===== src/rtl/unit3to1.sv =====
// Ternary-weight 3-in/1-out neuron: sign-of-weighted-sum forward path, error fan-out with
// vote-counter weight training, and serial weight readout while idle.
module unit3to1 #(
  parameter logic [5:0] WEIGHT_INIT = 6'b00_00_01,
  parameter int         CNT_W       = 4,
  parameter int         THRESH      = 4
) (
  input  logic clk_in,
  input  logic rst_in,
  input  logic oscillator,
  input  logic fd_prop,
  input  logic bk_prop,
  input  logic fin0,
  input  logic fin1,
  input  logic fin2,
  input  logic bin,
  output logic fout,
  output logic bout0,
  output logic bout1,
  output logic bout2,
  output logic control_out,
  output logic control_sof
);

  // state  | meaning
  // S_IDLE | stream weights on control_out
  // S_FWD  | compute fout, capture inputs into x_q
  // S_BWD  | drive bout*, train weights from captured inputs
  typedef enum logic [1:0] {S_IDLE, S_FWD, S_BWD} state_t;

  localparam logic signed [CNT_W-1:0] THR_P = CNT_W'(THRESH);
  localparam logic signed [CNT_W-1:0] THR_N = -THR_P;
  localparam logic signed [CNT_W-1:0] ONE   = CNT_W'(1);

  state_t state_q, state_d;

  logic [2:0][1:0]       w_q, w_d;
  logic [2:0][CNT_W-1:0] cnt_q, cnt_d;
  logic [2:0]            x_q, x_d;
  logic [2:0]            bout_q, bout_d;
  logic                  fout_q, fout_d;
  logic                  co_q, co_d;
  logic                  sof_q, sof_d;
  logic [2:0]            ptr_q, ptr_d;

  logic [2:0]                   fin_v;
  logic signed [2:0]            sum_s;
  logic [2:0]                   frame_ptr;
  logic signed [CNT_W-1:0]      cnt_sum [3];

  // Code 10 is illegal and counts as zero everywhere except the readout stream.
  function automatic logic signed [2:0] w_val(input logic [1:0] w);
    case (w)
      2'b01:   return 3'sd1;
      2'b11:   return -3'sd1;
      default: return 3'sd0;
    endcase
  endfunction

  function automatic logic [1:0] w_up(input logic [1:0] w);
    return (w == 2'b11) ? 2'b00 : 2'b01;
  endfunction

  function automatic logic [1:0] w_down(input logic [1:0] w);
    return (w == 2'b01) ? 2'b00 : 2'b11;
  endfunction

  assign fin_v = {fin2, fin1, fin0};
  // Any non-idle cycle restarts the readout frame at bit 0.
  assign frame_ptr = (state_q == S_IDLE) ? ptr_q : 3'd0;

  always_ff @(posedge clk_in) begin
    if (rst_in) begin
      state_q <= S_IDLE;
      w_q     <= WEIGHT_INIT;
      cnt_q   <= '0;
      x_q     <= '0;
      bout_q  <= '0;
      fout_q  <= 1'b0;
      co_q    <= 1'b0;
      sof_q   <= 1'b0;
      ptr_q   <= '0;
    end else begin
      state_q <= state_d;
      w_q     <= w_d;
      cnt_q   <= cnt_d;
      x_q     <= x_d;
      bout_q  <= bout_d;
      fout_q  <= fout_d;
      co_q    <= co_d;
      sof_q   <= sof_d;
      ptr_q   <= ptr_d;
    end
  end

  always_comb begin
    state_d = S_IDLE;
    if (fd_prop)      state_d = S_FWD;
    else if (bk_prop) state_d = S_BWD;
  end

  always_comb begin
    sum_s = 3'sd0;
    for (int i = 0; i < 3; i++) begin
      sum_s = sum_s + (fin_v[i] ? w_val(w_q[i]) : -w_val(w_q[i]));
      cnt_sum[i] = $signed(cnt_q[i]) + ((bin == x_q[i]) ? ONE : -ONE);
    end
  end

  always_comb begin
    fout_d = fout_q;
    bout_d = bout_q;
    x_d    = x_q;
    w_d    = w_q;
    cnt_d  = cnt_q;
    co_d   = co_q;
    sof_d  = sof_q;
    ptr_d  = ptr_q;
    case (state_d)
      S_FWD: begin
        fout_d = (sum_s > 3'sd0) ? 1'b1 : (sum_s < 3'sd0) ? 1'b0 : oscillator;
        x_d    = fin_v;
        sof_d  = 1'b0;
      end
      S_BWD: begin
        sof_d = 1'b0;
        for (int i = 0; i < 3; i++) begin
          bout_d[i] = (w_val(w_q[i]) == 3'sd0) ? oscillator
                                                : (bin ~^ (w_val(w_q[i]) == 3'sd1));
          if (cnt_sum[i] == THR_P) begin
            w_d[i]   = w_up(w_q[i]);
            cnt_d[i] = '0;
          end else if (cnt_sum[i] == THR_N) begin
            w_d[i]   = w_down(w_q[i]);
            cnt_d[i] = '0;
          end else begin
            cnt_d[i] = cnt_sum[i];
          end
        end
      end
      default: begin
        co_d  = w_q[frame_ptr / 3'd2][frame_ptr[0]];
        sof_d = (frame_ptr == 3'd0);
        ptr_d = (frame_ptr == 3'd5) ? 3'd0 : frame_ptr + 3'd1;
      end
    endcase
  end

  assign fout        = fout_q;
  assign bout0       = bout_q[0];
  assign bout1       = bout_q[1];
  assign bout2       = bout_q[2];
  assign control_out = co_q;
  assign control_sof = sof_q;

endmodule


===== config.mk =====
export PLATFORM = sky130hd
export DESIGN_NAME = unit3to1
export DESIGN_NICKNAME = d
export VERILOG_FILES = /design/src/rtl/unit3to1.sv
export SDC_FILE = /design/constraint.sdc
export NUM_CORES = 1
export LEC_CHECK = 0
export ABC_AREA = 1
export CAP_MARGIN = 25
export CORE_ASPECT_RATIO = 1.1
export CORE_MARGIN = 5
export CORE_UTILIZATION = 58
export DETAILED_ROUTE_END_ITERATION = 6
export PLACE_DENSITY = 0.82
export SKIP_LAST_GASP = 1
export SYNTH_ARGS = -nofsm -noshare
export SYNTH_HDL_FRONTEND = slang
export SYNTH_SLANG_ARGS = --single-unit

===== constraint.sdc =====
create_clock -name clk_in -period 3 [get_ports clk_in]
set_input_delay 0.3 -clock clk_in [delete_from_list [all_inputs] [get_ports clk_in]]
set_output_delay 0.3 -clock clk_in [all_outputs]
set_load 0.005 [all_outputs]

==> reports/summary.txt, run 1 <==
Outcome: finished, final reports clean
Switching power: 0.000310 W
Tcrit/Tclk final: 79.9%
Peak VDD IR: 0.000316 V
Max-cap viol count: 0
Ys flop type: dfxtp_1
Die ar.: 4700 µm²
Synth async-reset ratio: 0%
1st-pass router iterations: 4
Initial antenna violation count: 0
Sw Share: 28.8%
EDFF count, synth: 0
Global route overflow: 0
Yosys reg bits: 32
Cell Area, Synth: 1990 µm²
Post-CTS setup buffers: 0
Critical path endpoint category: flop
Clock Latency Late Sink: 330 ps
Commonest cells after routing, fill and taps aside: 65 x nand2_1, 32 x dfxtp_1, 29 x inv_1, 27 x nor2_1
Die X: 65.8 µm
Clock skew: 7.94 ps
CP Class: reg -> reg
Total CTS buffers: 5
Routed vias/inst: 5.36
Total Routing Usage GR: 19.8%
Detail Route Antenna Nets: 0
Die Ht: 71.4 µm
CTS root buf: clkbuf_4
F_max: 417 MHz
Seq/Total Area, Yosys: 32.2%
Combinational share of power: 21.2%
Clock power frac: 34.8%
CP max FO: 4
Area contributors post-synth: dfxtp_1 32%, nand2_1 12%, ha_1 6.3%
Drt drc: 0
CTS tree: built
Worst Tran Pin Value: 503 ps
Leakage: 1.03 nW
Largest net degree at the start of global routing: 28
Placed insts: 333
Power per cell area: 478 nW/µm²
WL final: 4350 µm
Nets: 316
RSZ-0062 raised after global routing: no
Synth Area per Inst: 7.16 µm²
Hold-fix buffers, CTS: 0
Hold Vio Cnt, Final: 0
Port bufs: 14
Mapped Nets: 302
Post-Synthesis Cells: 278
Setup violations, final: 0
Worst-path clk slew: 100 ps
Final setup TNS: 0 ps
CP arrival: 2620 ps
Final period demand of the worst path: 2400 ps
Synth cell types: 33
Dpl hpwl: 3150 µm
DR WL/cell: 12.8 µm
Gpl congestion: 0.917
First-pass GRT wire length: 7270 µm
Yosys top cell area share: 32.2%
CTS Sinks: 32
Row count: 22
Layout cells sized above 1: 10.6%
Flop pwr share: 44.0%
Layout area overhead: 13.1%
Internal power: 0.000766 W
Ys Warns: 0
Leading cell type in the layout, fill and taps excluded: nand2_1
Fillers: 296
Vias: 1,829
Core Region: 3330 µm²
Clock Path Buffers: 2
Vias in the first global route: 1,692
Synth area leader: dfxtp_1
Startpoint Class: flop
Slew Viols, Final: 0
Crit path required time: 3220 ps
Ant. Diodes: 0
Max-slew headroom: 66.4%
Initial DRC Count: 162
Post-Layout Cell Count: 341
Hold crit path type: reg -> reg
Initial Util: 59.7%
Post_cts resized: 0
Boundary Pins: 15
H-Tree Depth: 2
routing by layer:
metal,track usage [%],wire length (µm)
met1,24.4,1980
met2,31.7,2030
met3,4.55,199
met4,10.6,147
met5,0,0
power by group through the flow:
| stage | Combinational, W | Sequential, W | Clock, W |
|---|---|---|---|
| after floorplan | 0.000166 | 0.000479 | 0 |
| after global placement | 0.000219 | 0.000482 | 0 |
| after detailed placement | 0.000225 | 0.000483 | 0 |
| after CTS | 0.000228 | 0.000473 | 0.000380 |
| after global routing | 0.000259 | 0.000479 | 0.000403 |
| final | 0.000228 | 0.000474 | 0.000374 |
Yosys cell counts (2+ instances only):
master     n
o211ai_1   3
a31oi_1    4
ha_1      10
inv_1     29
dfxtp_1   32
a22oi_1    3
nor2_1    27
nand4_1    4
nand2_1   65
or2_2      2
nand3_1   22
nand3_2    4
nand2_2    4
buf_2      3
a211oi_1   3
a21oi_1   13
o21ai_0   22
clkbuf_1   4
nor2_2     3
nor2_4     2
inv_2      3
fa_1       5
cell type report:
type                            count  area [µm²]  area share [%]
Clock buffer                        7        65.1            2.89
Sequential cell                    32         641            28.5
Multi-Input combinational cell    205        1180            52.4
Clock inverter                      1        30.0            1.33
Tap cell                           48        60.1            2.67
Inverter                           33         129            5.73
Timing Repair Buffer               15         148            6.56
worst max-delay path: stages, from the launching register on:
cell and delay [ps]:
dfxtp_1 420, inv_1 100, nor2_1 230, o21ai_0 170
fa_1 590, inv_1 50, ha_1 280, o311ai_0 360
o21ai_1 90
through the flow:
step                      setup WS [ps]  power, W  hold WS [ps]  utilization, %  cell area [µm²]
after floorplan                     912  0.000645           378               -             1990
after global routing                410   0.00114           515            67.6             2250
after detailed placement            496  0.000708           476            64.7             2160
final                               603   0.00108           489            67.6             2250
after CTS                           582   0.00108           489            67.6             2250
after global placement              587  0.000701           469            64.7             2160
cells by family (layout without fill, tap and decap cells):
kind of cell | Yosys count | after routing | share of synthesized area [%]
AND/OR/NAND/NOR | 137 | 137 | 32.1
AO/OA/AOI/OAI | 51 | 51 | 14.6
buffers and inverters | 41 | 56 | 8.55
flip-flops | 32 | 32 | 32.2
adder cells (fa/ha/maj) | 15 | 15 | 11.3
XOR/XNOR | 2 | 2 | 1.26
final timing paths:
path | startpoint | to | slack (ps) | depth (start not counted)
max | w_q[0]$_SDFFE_PP1P_ | fout$_SDFFE_PP0N_ | 600 | 8
min reg2reg | fout$_SDFFE_PP0N_ | fout$_SDFFE_PP0N_ | 490 | 2
max reg2reg | w_q[0]$_SDFFE_PP1P_ | fout$_SDFFE_PP0N_ | 600 | 8
min | fout$_SDFFE_PP0N_ | fout$_SDFFE_PP0N_ | 490 | 2
state kept, by name, summed over array words and instances (netlist names):
signal,flops
x_q,3
control_sof,1
bout_q,3
state_q,2
control_out,1
w_q,6
fout,1
cnt_q,12
ptr_q,3
Note: power is estimated with default switching activity, not from simulation.
==> inputs of run 2 (changes only) <==
--- a/config.mk
+++ b/config.mk
@@ -9,9 +9,9 @@
 export CAP_MARGIN = 25
 export CORE_ASPECT_RATIO = 1.1
 export CORE_MARGIN = 5
-export CORE_UTILIZATION = 58
+export CORE_UTILIZATION = 52
 export DETAILED_ROUTE_END_ITERATION = 6
-export PLACE_DENSITY = 0.82
+export PLACE_DENSITY = 0.78
 export SKIP_LAST_GASP = 1
 export SYNTH_ARGS = -nofsm -noshare
 export SYNTH_HDL_FRONTEND = slang
==> constraint.sdc (replaced) <==
create_clock -name clk_in -period 2 [get_ports clk_in]
set_input_delay 0.2 -clock clk_in [delete_from_list [all_inputs] [get_ports clk_in]]
set_output_delay 0.2 -clock clk_in [all_outputs]
set_load 0.005 [all_outputs]
==> run 2 against run 1 <==
- sequential power rose by 49%
- worst hold slack got worse by 3.5 ps
- the flow now finishes with violations (setup timing)
- first-iteration DRC count fell by 22%
- clock power grew 36%
- critical path type unchanged
- clock skew shrank 5.4 ps
==> reports/summary.txt, run 2 (synthesized netlist as in run 1, its figures left out) <==
Layout cells sized above 1: 20.2%
DR WL/cell: 12.6 µm
Max-cap viol count: 0
Clock Latency Late Sink: 280 ps
Max FFs per register: 12
H-Tree Depth: 2
Port bufs: 14
Placed insts: 359
CP Class: reg -> reg
Hold crit path type: in -> reg
Overall power: 0.00160 W
CP max stage delay: 570 ps
Clock Path Buffers: 2
Post-CTS setup buffers: 0
Dpl hpwl: 3360 µm
Global route overflow: 0
Initial DRC Count: 127
Tcrit/Tclk final: 100%
Setup ws final: -4.40 ps
1st-pass router iterations: 4
Biggest register: cnt_q
Crit-path cells: inv_1, nor2_2, o21ai_2, fa_1, inv_1, ha_4, o311ai_4, o21ai_1
Largest registers: cnt_q (12), w_q (6)
Kind of cell adding the most delay to the critical path: adder cells
Initial Util: 54.0%
Drt drc: 0
Worst Tran Pin Value: 446 ps
CP Buf/Inv Count: 2
Fillers: 318
Row count: 23
Commonest cells after routing, fill and taps aside: 65 x nand2_1, 29 x inv_1, 27 x dfxtp_1, 25 x buf_4, 24 x nor2_1
Leading cell type in the layout, fill and taps excluded: nand2_1
F_max: 499 MHz
Final setup TNS: -4.40 ps
Nets: 340
CTS Sinks: 32
CTS root buf: clkbuf_8
Total Routing Usage GR: 20.1%
Layout area overhead: 24.7%
Worst-path clk slew: 60 ps
Boundary Pins: 15
Setup violations, final: 1
Die ar.: 5160 µm²
Final period demand of the worst path: 2000 ps
Failing checks: setup timing
Max-slew headroom: 70.2%
Total CTS buffers: 5
WL final: 4640 µm
First-pass GRT wire length: 7780 µm
CP max FO: 4
Ant. Diodes: 0
Hold Vio Cnt, Final: 0
CP max-delay cell: fa_1
Die Ht: 74.9 µm
Startpoint Class: flop
Die X: 69.0 µm
CP arrival: 2160 ps
R2R Setup Slk: -4 ps
Power per cell area: 647 nW/µm²
Hold_ws: 486 ps
Critical path endpoint category: flop
Slew Viols, Final: 0
Vias: 1,894
Vias in the first global route: 1,765
CTS tree: built
Post-Layout Cell Count: 367
Peak VDD IR: 0.000364 V
Initial antenna violation count: 0
Leakage: 1.15 nW
Detail Route Antenna Nets: 0
Outcome: complete, but fails checks
Clock skew: 2.53 ps
Core Region: 3680 µm²
Routed vias/inst: 5.16
RSZ-0062 raised after global routing: yes
Critical Path Most Common Cell: inv_1
Largest net degree at the start of global routing: 17
Gpl congestion: 0.803
Crit path required time: 2160 ps
[run 2: cell count changes in the layout (fill, tap and decap cells not counted), moves of 2 or more]
cell / before / now
dfxtp_2: 0 / 3
clkbuf_4: 5 / 0
o21ai_0: 22 / 18
clkbuf_8: 2 / 6
buf_4: 1 / 25
dfxtp_1: 32 / 27
clkbuf_1: 0 / 2
nor2_1: 27 / 24
dfxtp_4: 0 / 2
nor2_2: 3 / 6
o21ai_1: 1 / 4
[run 2: worst reg2reg max path: stages (launching register included)]
cell,delay [ps]
dfxtp_4,370
inv_1,60
nor2_2,140
o21ai_2,100
fa_1,570
inv_1,80
ha_4,220
o311ai_4,220
o21ai_1,120
[run 2: layout make-up]
cell class,instances,area (µm²),share of cell area [%]
multi-input cells,205,1220,49.2
repair buffers,39,327,13.2
clock buffers,8,90.1,3.63
flip-flops and latches,32,652,26.3
well taps,50,62.6,2.52
inverters,33,129,5.20
[run 2: metrics by stage]
step	worst slack, ps	area, µm²	util, %
after global routing	-71.8	2480	67.3
after CTS	-22.3	2430	66.1
after floorplan	9.88	1990	-
final	-4.40	2480	67.3
after detailed placement	-330	2340	63.6
after global placement	-307	2340	63.6
[run 2: what timing repair did]
item / in CTS / in global routing
pin swaps: 0 / 8
setup endpoints to repair: 5 / 2
cloned: 0 / 0
hold buffers: 0 / 0
resized for setup: 7 / 11
[run 2: final timing paths]
path	end	startpoint	cells past startpoint
setup / recovery	fout$_SDFFE_PP0N_	w_q[4]$_SDFFE_PP0P_	8
hold / removal	bout_q[1]$_SDFFE_PP0P_	bin	3
setup reg to reg	fout$_SDFFE_PP0N_	w_q[4]$_SDFFE_PP0P_	8
hold reg to reg	cnt_q[3]$_SDFFE_PP0P_	cnt_q[3]$_SDFFE_PP0P_	2
[run 2: layer usage]
layer | vias to the layer above | wire length (µm) | track usage (%) | part of all wire (%)
li1 | 987 | - | - | -
met1 | 879 | 2040 | 23.8 | 44
met2 | 22 | 2350 | 35.0 | 51
met3 | 6 | 182 | 5.37 | 3.9
met4 | 0 | 63 | 6.49 | 1.4
met5 | - | 0 | 0 | 0
[run 2: power breakdown]
group | switching [W] | leakage [nW] | internal, W
registers | 0.0000331 | 0.265 | 0.000675
logic | 0.000216 | 0.836 | 0.000171
clock network | 0.000227 | 0.0455 | 0.000280
total | 0.000477 | 1.15 | 0.00113
